### config.mk
export PLATFORM = sky130hd
export DESIGN_NAME = mix_columns_unit_flat
export DESIGN_NICKNAME = d
export VERILOG_FILES = /design/src/rtl/mix_columns_unit_if.sv /design/src/rtl/mix_columns_unit.sv /design/src/flat_wrapper.sv
export SDC_FILE = /design/constraint.sdc
export NUM_CORES = 1
export LEC_CHECK = 0
export ABC_AREA = 1
export CORE_ASPECT_RATIO = 0.8
export CORE_MARGIN = 3
export CORE_UTILIZATION = 35
export DETAILED_ROUTE_END_ITERATION = 10
export PLACE_DENSITY = 0.66
export SYNTH_ARGS = -nofsm -noshare
export SYNTH_HDL_FRONTEND = slang
export SYNTH_SLANG_ARGS = --single-unit
### constraint.sdc
create_clock -name clk -period 4.1 [get_ports clk]
set_input_delay 0.82 -clock clk [delete_from_list [all_inputs] [get_ports clk]]
set_output_delay 0.82 -clock clk [all_outputs]
set_load 0.05 [all_outputs]
### src/rtl/mix_columns_unit_if.sv
`default_nettype none
// ============================================================================
// Module   : mix_columns_unit_if
// Purpose  : Start/ready handshake and 128-bit state bus of the MixColumns stage.
//            inv_in exists only when MC_INV_EN is defined.
// Revision : 1.0 - initial release
// ============================================================================
interface mix_columns_unit_if #(
    parameter int DATA_W = 128
);
    logic              start_in;
    logic [DATA_W-1:0] data_in;
`ifdef MC_INV_EN
    logic              inv_in;
`endif
    logic              ready_out;
    logic              busy_out;
    logic [DATA_W-1:0] data_out;

`ifdef MC_INV_EN
    modport master (output start_in, data_in, inv_in, input ready_out, busy_out, data_out);
    modport slave  (input start_in, data_in, inv_in, output ready_out, busy_out, data_out);
`else
    modport master (output start_in, data_in, input ready_out, busy_out, data_out);
    modport slave  (input start_in, data_in, output ready_out, busy_out, data_out);
`endif
endinterface
`default_nettype wire

### src/rtl/mix_columns_unit.sv
`default_nettype none
// ============================================================================
// Module   : mix_columns_unit
// Purpose  : AES MixColumns stage, one 32-bit column per clock through a single
//            shared mixer. Define MC_INV_EN to add InvMixColumns via inv_in.
// Revision : 1.0 - initial release
// ============================================================================
module mix_columns_unit #(
    parameter int NUM_COLS = 4,
    parameter int COL_W    = 32
) (
    input  logic              clk,
    input  logic              rst,
    mix_columns_unit_if.slave bus
);

    localparam int c_DATA_W = NUM_COLS * COL_W;
    localparam int c_CNT_W  = (NUM_COLS > 1) ? $clog2(NUM_COLS) : 1;
    localparam logic [c_CNT_W-1:0] c_LAST_COL = c_CNT_W'(NUM_COLS - 1);

    typedef enum logic [0:0] {
        ST_IDLE = 1'b0,
        ST_CALC = 1'b1
    } state_t;

    state_t               r_state;
    state_t               w_state_next;
    logic                 w_accept;
    logic                 w_last;
    logic [c_CNT_W-1:0]   r_col_cnt;
    logic [c_DATA_W-1:0]  r_cap;
    logic [c_DATA_W-1:0]  r_data_out;
    logic                 r_ready;
    logic                 r_busy;
    logic [COL_W-1:0]     w_cols [NUM_COLS];
    logic [COL_W-1:0]     w_col_sel;
    logic [COL_W-1:0]     w_mixed;
`ifdef MC_INV_EN
    logic                 r_inv;
`endif

    function automatic logic [7:0] xtime(input logic [7:0] b);
        return {b[6:0], 1'b0} ^ (b[7] ? 8'h1B : 8'h00);
    endfunction

    function automatic logic [31:0] mix_fwd(input logic [31:0] col);
        logic [7:0] a0, a1, a2, a3;
        logic [7:0] d0, d1, d2, d3;
        a0 = col[31:24];
        a1 = col[23:16];
        a2 = col[15:8];
        a3 = col[7:0];
        d0 = xtime(a0);
        d1 = xtime(a1);
        d2 = xtime(a2);
        d3 = xtime(a3);
        // 3*b is xtime(b)^b, so each row is two doubled bytes plus three plain ones
        return {d0 ^ d1 ^ a1 ^ a2 ^ a3,
                a0 ^ d1 ^ d2 ^ a2 ^ a3,
                a0 ^ a1 ^ d2 ^ d3 ^ a3,
                d0 ^ a0 ^ a1 ^ a2 ^ d3};
    endfunction

`ifdef MC_INV_EN
    // Returns {0E*b, 0B*b, 0D*b, 09*b} built from one xtime chain
    function automatic logic [31:0] inv_mults(input logic [7:0] b);
        logic [7:0] x2, x4, x8;
        x2 = xtime(b);
        x4 = xtime(x2);
        x8 = xtime(x4);
        return {x8 ^ x4 ^ x2, x8 ^ x2 ^ b, x8 ^ x4 ^ b, x8 ^ b};
    endfunction

    function automatic logic [31:0] mix_inv(input logic [31:0] col);
        logic [31:0] p0, p1, p2, p3;
        p0 = inv_mults(col[31:24]);
        p1 = inv_mults(col[23:16]);
        p2 = inv_mults(col[15:8]);
        p3 = inv_mults(col[7:0]);
        return {p0[31:24] ^ p1[23:16] ^ p2[15:8]  ^ p3[7:0],
                p0[7:0]   ^ p1[31:24] ^ p2[23:16] ^ p3[15:8],
                p0[15:8]  ^ p1[7:0]   ^ p2[31:24] ^ p3[23:16],
                p0[23:16] ^ p1[15:8]  ^ p2[7:0]   ^ p3[31:24]};
    endfunction
`endif

    generate
        for (genvar c = 0; c < NUM_COLS; c++) begin : g_unpack
            assign w_cols[c] = r_cap[c_DATA_W-1-COL_W*c -: COL_W];
        end
    endgenerate

    assign w_col_sel = w_cols[r_col_cnt];

    always_comb begin
`ifdef MC_INV_EN
        w_mixed = r_inv ? mix_inv(w_col_sel) : mix_fwd(w_col_sel);
`else
        w_mixed = mix_fwd(w_col_sel);
`endif
    end

    always_ff @(posedge clk) begin
        if (rst) begin
            r_state <= ST_IDLE;
        end else begin
            r_state <= w_state_next;
        end
    end

    always_comb begin
        w_state_next = r_state;
        w_accept     = 1'b0;
        w_last       = 1'b0;
        case (r_state)
            ST_IDLE: begin
                if (bus.start_in) begin
                    w_accept     = 1'b1;
                    w_state_next = ST_CALC;
                end
            end
            ST_CALC: begin
                if (r_col_cnt == c_LAST_COL) begin
                    w_last       = 1'b1;
                    w_state_next = ST_IDLE;
                end
            end
            default: w_state_next = ST_IDLE;
        endcase
    end

    always_ff @(posedge clk) begin
        if (rst) begin
            r_col_cnt  <= '0;
            r_cap      <= '0;
            r_data_out <= '0;
            r_ready    <= 1'b0;
            r_busy     <= 1'b0;
`ifdef MC_INV_EN
            r_inv      <= 1'b0;
`endif
        end else begin
            r_ready <= w_last;
            if (w_accept) begin
                r_cap     <= bus.data_in;
                r_col_cnt <= '0;
                r_busy    <= 1'b1;
`ifdef MC_INV_EN
                r_inv     <= bus.inv_in;
`endif
            end
            if (r_state == ST_CALC) begin
                for (int c = 0; c < NUM_COLS; c++) begin
                    if (r_col_cnt == c_CNT_W'(c)) begin
                        r_data_out[c_DATA_W-1-COL_W*c -: COL_W] <= w_mixed;
                    end
                end
                r_col_cnt <= w_last ? '0 : r_col_cnt + c_CNT_W'(1);
                if (w_last) begin
                    r_busy <= 1'b0;
                end
            end
        end
    end

    assign bus.ready_out = r_ready;
    assign bus.busy_out  = r_busy;
    assign bus.data_out  = r_data_out;

endmodule
`default_nettype wire

### src/flat_wrapper.sv
// flat-port wrapper written by rule: the top's interface ports become plain ports
module mix_columns_unit_flat 
#(
    parameter int NUM_COLS = 4,
    parameter int COL_W    = 32
)
  (clk, rst, bus_start_in, bus_data_in, bus_ready_out, bus_busy_out, bus_data_out);
  mix_columns_unit_if bus_i ();
  input  logic clk;
  input  logic rst;
  input wire logic [$bits(bus_i.start_in)-1:0] bus_start_in;
  input wire logic [$bits(bus_i.data_in)-1:0] bus_data_in;
  output wire logic [$bits(bus_i.ready_out)-1:0] bus_ready_out;
  output wire logic [$bits(bus_i.busy_out)-1:0] bus_busy_out;
  output wire logic [$bits(bus_i.data_out)-1:0] bus_data_out;
  assign bus_i.start_in = bus_start_in;
  assign bus_i.data_in = bus_data_in;
  assign bus_ready_out = bus_i.ready_out;
  assign bus_busy_out = bus_i.busy_out;
  assign bus_data_out = bus_i.data_out;
  mix_columns_unit #(.NUM_COLS(NUM_COLS), .COL_W(COL_W)) u_core (.clk(clk), .rst(rst), .bus(bus_i));
endmodule
==> out/results.tsv, run 1 <==
metric	value	unit
min-delay worst type	reg2reg	
Starting Density	0.356	
Detailed Route WL	46500	um
TritonCTS Sinks	261	
critical path peak fanout	27	
yosys warns	0	
Worst-Margin Slew	0.873	ns
post-route cell area	16700	sq um
Hold Buf Count CTS	0	
run status	finished, final reports clean	
Cell Pwr Density	441	nW/um^2
crit start category	flip-flop	
initial DRC count	1419	
crit path DAT	3.16	ns
worst path cell trace	inv_2 -> buf_4 -> nand2_1 -> nand3_1 -> nand2_2 -> inv_2 -> nand2_1 -> nand2_1 -> nand2_1 -> nand2_1 -> nand2_1 -> nand2_1 -> a21oi_1	
min cycle time layout	2.73	ns
hold path startpoint	u_core.bus.data_out[29]	
Synth Net Count	2203	
Distinct cells, synth	24	
mux cell area share after synthesis	0	
die width	220	um
Leak	7.92	nW
worst r2r src	u_core.r_col_cnt[0]	
f_max	0.366	GHz
die height	177	um
vias in the first global route	12425	
Via Count	13610	
worst setup margin	1.37	ns
Num CTS Buffers	28	
skew final	0.00855	ns
Die ar.	39100	sq um
FF-to-FF End	u_core.bus.data_out[81]	
crit-path max cell delay	0.44	ns
Top-Level Pins	261	
cell row count	62	
pre-CTS WS	1.30	ns
final setup vio count	0	
post-route setup TNS	0	ns
Nets	2403	
Synth Area in Adders	0.00389	
total global-route track usage	0.234	
Setup Fix Bufs, Post-CTS	0	
depth of the worst hold-timing path	2	
WHS	0.450	ns
port bufs	260	
Final Hold Fails	0	
detailed-route vias per instance	4.91	
Slew HR	0.416	
main combinational cell family by area after synthesis	simple AND/OR/NAND/NOR gates	
reg2reg setup slack	1.37	ns
drt drc	0	
number of antenna violations at the first check in global routing	0	
worst skew pair latency	0.56	ns
Post-DP HPWL	34500	um
Critical Path End Type	flip-flop	
Synth Area in Compound Gates	0.0863	
synthesized instance count	2068	
final weighted congestion in routability-driven placement	0.903	
Antenna Cells	0	
Core ar.	36100	sq um
max cap viols	0	
RSZ-0062 raised after global routing	no	
layout cell share with drive strength beyond 1	0.0594	
XOR/XNOR Fraction of Synth Area	0.00273	
final worst-path cycle share	0.667	
syn avg cell area	6.21	sq um
largest net degree at the start of global routing	84	
CP Class	reg2reg	
first-pass GRT wire length	71400	um
remaining global-route overflow	0	
Reg clk slew, reported paths	0.06	ns
Routed Antenna Nets	0	
Synth-to-Final Area Change	29.8	%
FILL cells	3653	
crit-path most repeated cell	nand2_1	
CTS Root Cell	clkbuf_16	
synthesized area	12900	sq um
DR pass1 iterations	6	
mean routed wirelength per cell	16.8	um
Seq cells post-synth	261	
Max IR drop VDD	0.323	mV
DP Area	15700	sq um
post-cts gate resize count	0	
Final Max Slew Viols	0	
R2R depth	13	
register area share after synthesis	0.407	
Hold Crit Endpoint	u_core.bus.data_out[29]	
# H-tree levels	1	
Simple-Gate Fraction of Synth Area	0.420	
CTS tree	built	
Slowest cell on crit path	dfxtp_2	
WP data required	4.52	ns
maximum root-to-sink buffer count	3	
==> kinds of logic after synthesis <==
kind of cell | after synthesis
AO/OA/AOI/OAI | 219
adder cells (fa/ha/maj) | 4
AND/OR/NAND/NOR | 1341
XOR/XNOR | 4
buffers and inverters | 239
flip-flops | 261
==> critical path: cells and delay by family, from the launching register on <==
family	cells	cell delay [ns]
AND/OR/NAND/NOR	9	1.17
buffers and inverters	3	0.84
flip-flops	1	0.44
AO/OA/AOI/OAI	1	0.12
==> worst max-delay path by stage <==
stage                                     endpoint  cells past startpoint                start  slack (ns)
after global routing       u_core.bus.data_out[36]                     10  u_core.r_col_cnt[0]        1.16
after floorplan           u_core.bus.data_out[122]                      6                  rst        2.20
after global placement            u_core.r_cap[57]                      5                  rst        1.32
final                      u_core.bus.data_out[81]                     13  u_core.r_col_cnt[0]        1.37
after detailed placement           u_core.r_cap[6]                      6         bus_start_in        1.30
after CTS                  u_core.bus.data_out[54]                     10  u_core.r_col_cnt[0]        1.39
==> stage by stage <==
stage	util	cells	total power, mW
final	0.462	2770	7.36
after global placement	0.435	2718	4.69
after global routing	0.462	2770	7.73
after detailed placement	0.435	2718	4.71
after CTS	0.462	2770	7.39
after floorplan	-	2068	4.06
==> cells in the mapped netlist <==
| master | count | area, sq um |
|---|---|---|
| nand3_1 | 180 | 901 |
| inv_4 | 1 | 6.26 |
| a31oi_1 | 4 | 25.0 |
| nand3_2 | 3 | 30.0 |
| nand3b_1 | 1 | 7.51 |
| buf_6 | 13 | 146 |
| clkbuf_1 | 71 | 267 |
| o21ai_0 | 154 | 771 |
| dfxtp_1 | 261 | 5230 |
| inv_2 | 19 | 71.3 |
| nand2_1 | 742 | 2790 |
| buf_4 | 6 | 45.0 |
| inv_1 | 110 | 413 |
| buf_1 | 1 | 3.75 |
| nand2_4 | 3 | 33.8 |
| nand2_2 | 36 | 225 |
| buf_2 | 15 | 75.1 |
| nor2_1 | 376 | 1410 |
| o21ai_1 | 19 | 95.1 |
| a21oi_1 | 41 | 205 |
| o211ai_2 | 1 | 12.5 |
| xnor2_1 | 4 | 35.0 |
| ha_1 | 4 | 50.1 |
| clkinv_1 | 3 | 11.3 |
==> layout make-up <==
cell class,count,area (sq um),share of cell area
multi-input cells,1568,6600,0.396
inverters,133,503,0.0302
repair buffers,276,2760,0.165
well taps,480,601,0.0360
flip-flops and latches,261,5230,0.313
clock buffers,39,853,0.0512
clock inverters,13,134,0.00803
==> metal layers <==
layer | up-vias | track usage | share of wire
li1 | 6834 | - | -
met1 | 6228 | 0.352 | 0.48
met2 | 482 | 0.347 | 0.42
met3 | 66 | 0.0407 | 0.074
met4 | 0 | 0.0507 | 0.022
met5 | - | 0 | 0
==> report_power, final <==
group | internal [mW] | switching [mW] | total (mW)
registers | 2.69 | 0.0961 | 2.79
clock network | 1.58 | 1.10 | 2.68
logic | 0.584 | 1.30 | 1.89
==> sequential cells by signal (all words and copies together) (netlist names) <==
register and cells:
u_core.bus.busy_out 1, u_core.r_cap 128, u_core.r_state 1, u_core.bus.data_out 128, u_core.r_col_cnt 2, u_core.bus.ready_out 1
==> cells in the final DEF, fill, tap and decap left out, types with 2 or more instances in the layout <==
cell / n
o21ai_1: 19
xnor2_1: 4
nor2_1: 375
nand2_2: 36
clkinvlp_4: 3
dfxtp_1: 259
nand2_4: 4
clkinv_1: 3
inv_2: 19
clkdlybuf4s50_1: 259
o21ai_0: 154
clkinv_4: 2
clkbuf_16: 29
nand2_1: 741
dfxtp_2: 2
clkinv_2: 6
nand3_2: 3
a21oi_1: 41
buf_12: 3
inv_1: 109
nand3_1: 180
clkbuf_8: 9
buf_4: 13
a31oi_1: 4
ha_1: 4
bufinv_16: 2
Power figures use the tool's default switching activity.
==> inputs of run 2 (changes only) <==
clock period = 2.75 ns   (was 4.1 ns; I/O delays follow)
==> out/results.tsv, run 2 (synthesis results as in run 1) <==
metric	value	unit	change
cell row count	62		unchanged
Post-DP HPWL	36200	um	+5.0%
Nets	2410		+0.29%
Core ar.	36100	sq um	unchanged
Routed Antenna Nets	0		unchanged
DRT met1 WL	22800	um	+1.0%
Cell Pwr Density	656	nW/um^2	+49%
Internal	7.34	mW	+51%
clock power share	0.364		about the same
Sw Share	0.336		-0.00417
WP data required	2.20	ns	-2.32 ns
CP Class	reg2out		
CTS tree	built		
vias in the first global route	12525		+0.80%
first-pass GRT wire length	73200	um	+2.5%
mean routed wirelength per cell	17.3	um	+3.0%
die width	220	um	unchanged
die height	177	um	unchanged
hold path startpoint	rst		
RSZ-0062 raised after global routing	no		
Worst Setup SP	u_core.bus.data_out[26]		
commonest non-fill, non-tap cell in the layout	nand2_1		
depth of the worst hold-timing path	2		unchanged
worst skew pair latency	0.56	ns	about the same
crit-path leading delay family	buffers and inverters		
DR WL met3	4160	um	+20%
Die ar.	39100	sq um	unchanged
Setup Fix Bufs, Post-CTS	0		unchanged
min-delay worst type	in2reg		
max cap viols	0		unchanged
post-route setup TNS	0	ns	unchanged
largest net degree at the start of global routing	125		+49%
CTS Root Cell	clkbuf_16		
f_max	0.419	GHz	
highest routed layer	met4		
DP Area	15800	sq um	+0.94%
Synth-to-Final Area Change	30.9	%	
Final Max Slew Viols	0		unchanged
combinational group share of total power	0.258		+0.002
Final Hold Fails	0		unchanged
Reg clk slew, reported paths	0.06	ns	about the same
Starting Density	0.356		unchanged
remaining global-route overflow	0		unchanged
final weighted congestion in routability-driven placement	0.949		+5.0%
Top-Level Pins	261		unchanged
Antenna Cells	0		unchanged
routed wl met2	20200	um	+3.5%
post-cts gate resize count	0		unchanged
detailed-route vias per instance	4.94		+0.63%
worst path cell trace	clkdlybuf4s50_1		
layout cell share with drive strength beyond 1	0.0609		+0.00156
Slew HR	0.450		+0.0339
Leak	8.00	nW	+1.0%
total global-route track usage	0.241		+0.00719
commonest non-fill, non-tap cells in the layout	741 x nand2_1, 375 x nor2_1, 259 x clkdlybuf4s50_1, 259 x dfxtp_1, 180 x nand3_1		
worst path bufs/invs	1		-2
Placed Cells	2725		+0.26%
crit start category	flip-flop		
# H-tree levels	1		unchanged
run status	finished, final reports clean		
Hold Crit Endpoint	u_core.r_col_cnt[1]		
Via Count	13730		+0.88%
FF-to-FF End	u_core.bus.data_out[68]		
post-route cell area	16800	sq um	+0.89%
Worst-Margin Slew	0.824	ns	-0.0488 ns
port bufs	260		unchanged
share of power burned in registers	0.378		about the same
skew final	0.00924	ns	+0.000690 ns
Critical Path End Type	output port		
crit path DAT	1.84	ns	-1.32 ns
worst r2r src	u_core.r_col_cnt[0]		
Hold Buf Count CTS	0		unchanged
maximum root-to-sink buffer count	3		unchanged
Power, Total	11.0	mW	+50%
WHS	0.278	ns	-0.172 ns
Slowest cell on crit path	clkdlybuf4s50_1		
Detailed Route WL	48000	um	+3.2%
initial DRC count	1457		+2.7%
Max IR drop VDD	0.324	mV	+0.41%
non-filler cells, final	2777		+0.25%
switching pwr	3.71	mW	+48%
number of antenna violations at the first check in global routing	0		unchanged
crit-path max cell delay	0.94	ns	+0.50 ns
reg2reg setup slack	0.46	ns	-0.91 ns
DR pass1 iterations	7		+1
TritonCTS Sinks	261		unchanged
final setup vio count	0		unchanged
Num CTS Buffers	28		unchanged
critical path peak fanout	2		-93%
min cycle time layout	2.39	ns	
drt drc	0		unchanged
R2R depth	15		+2
final worst-path cycle share	0.868		
## run 2: area by class of cell
type / instances / area, sq um
multi-input cells: 1568 / 6600
clock buffers: 41 / 851
inverters: 133 / 503
well taps: 480 / 601
flip-flops and latches: 261 / 5230
repair buffers: 283 / 2910
fillers: 3651 / 19200
clock inverters: 11 / 138
## run 2: power by group through the flow
stage               clock network (mW)  logic [mW]  registers (mW)
floorplan                            0        1.57            4.48
global placement                     0        2.78            4.25
detailed placement                   0        2.81            4.25
CTS                               4.11        2.83            4.17
global route                      4.24        3.14            4.20
finish                            4.02        2.84            4.18
## run 2: worst max-delay path by stage
stage | endpoint | slack (ns) | cells after the start
finish | bus_data_out[26] | 0.36 | 1
CTS | bus_data_out[26] | 0.32 | 1
detailed placement | u_core.r_cap[116] | 0.45 | 5
global route | u_core.bus.data_out[68] | 0.20 | 15
global placement | u_core.r_cap[116] | 0.44 | 5
floorplan | u_core.bus.data_out[56] | 1.01 | 11
## run 2: stage by stage
stage	utilization	worst slack, ns
floorplan	-	1.01
global placement	0.439	0.439
detailed placement	0.439	0.455
CTS	0.466	0.323
global route	0.466	0.200
finish	0.466	0.363
## run 2: layer usage
layer  vias up  GRT usage
met5         -          0
met4         0     0.0496
met3        61     0.0401
met2       529      0.362
met1      6283      0.362
li1       6857          -
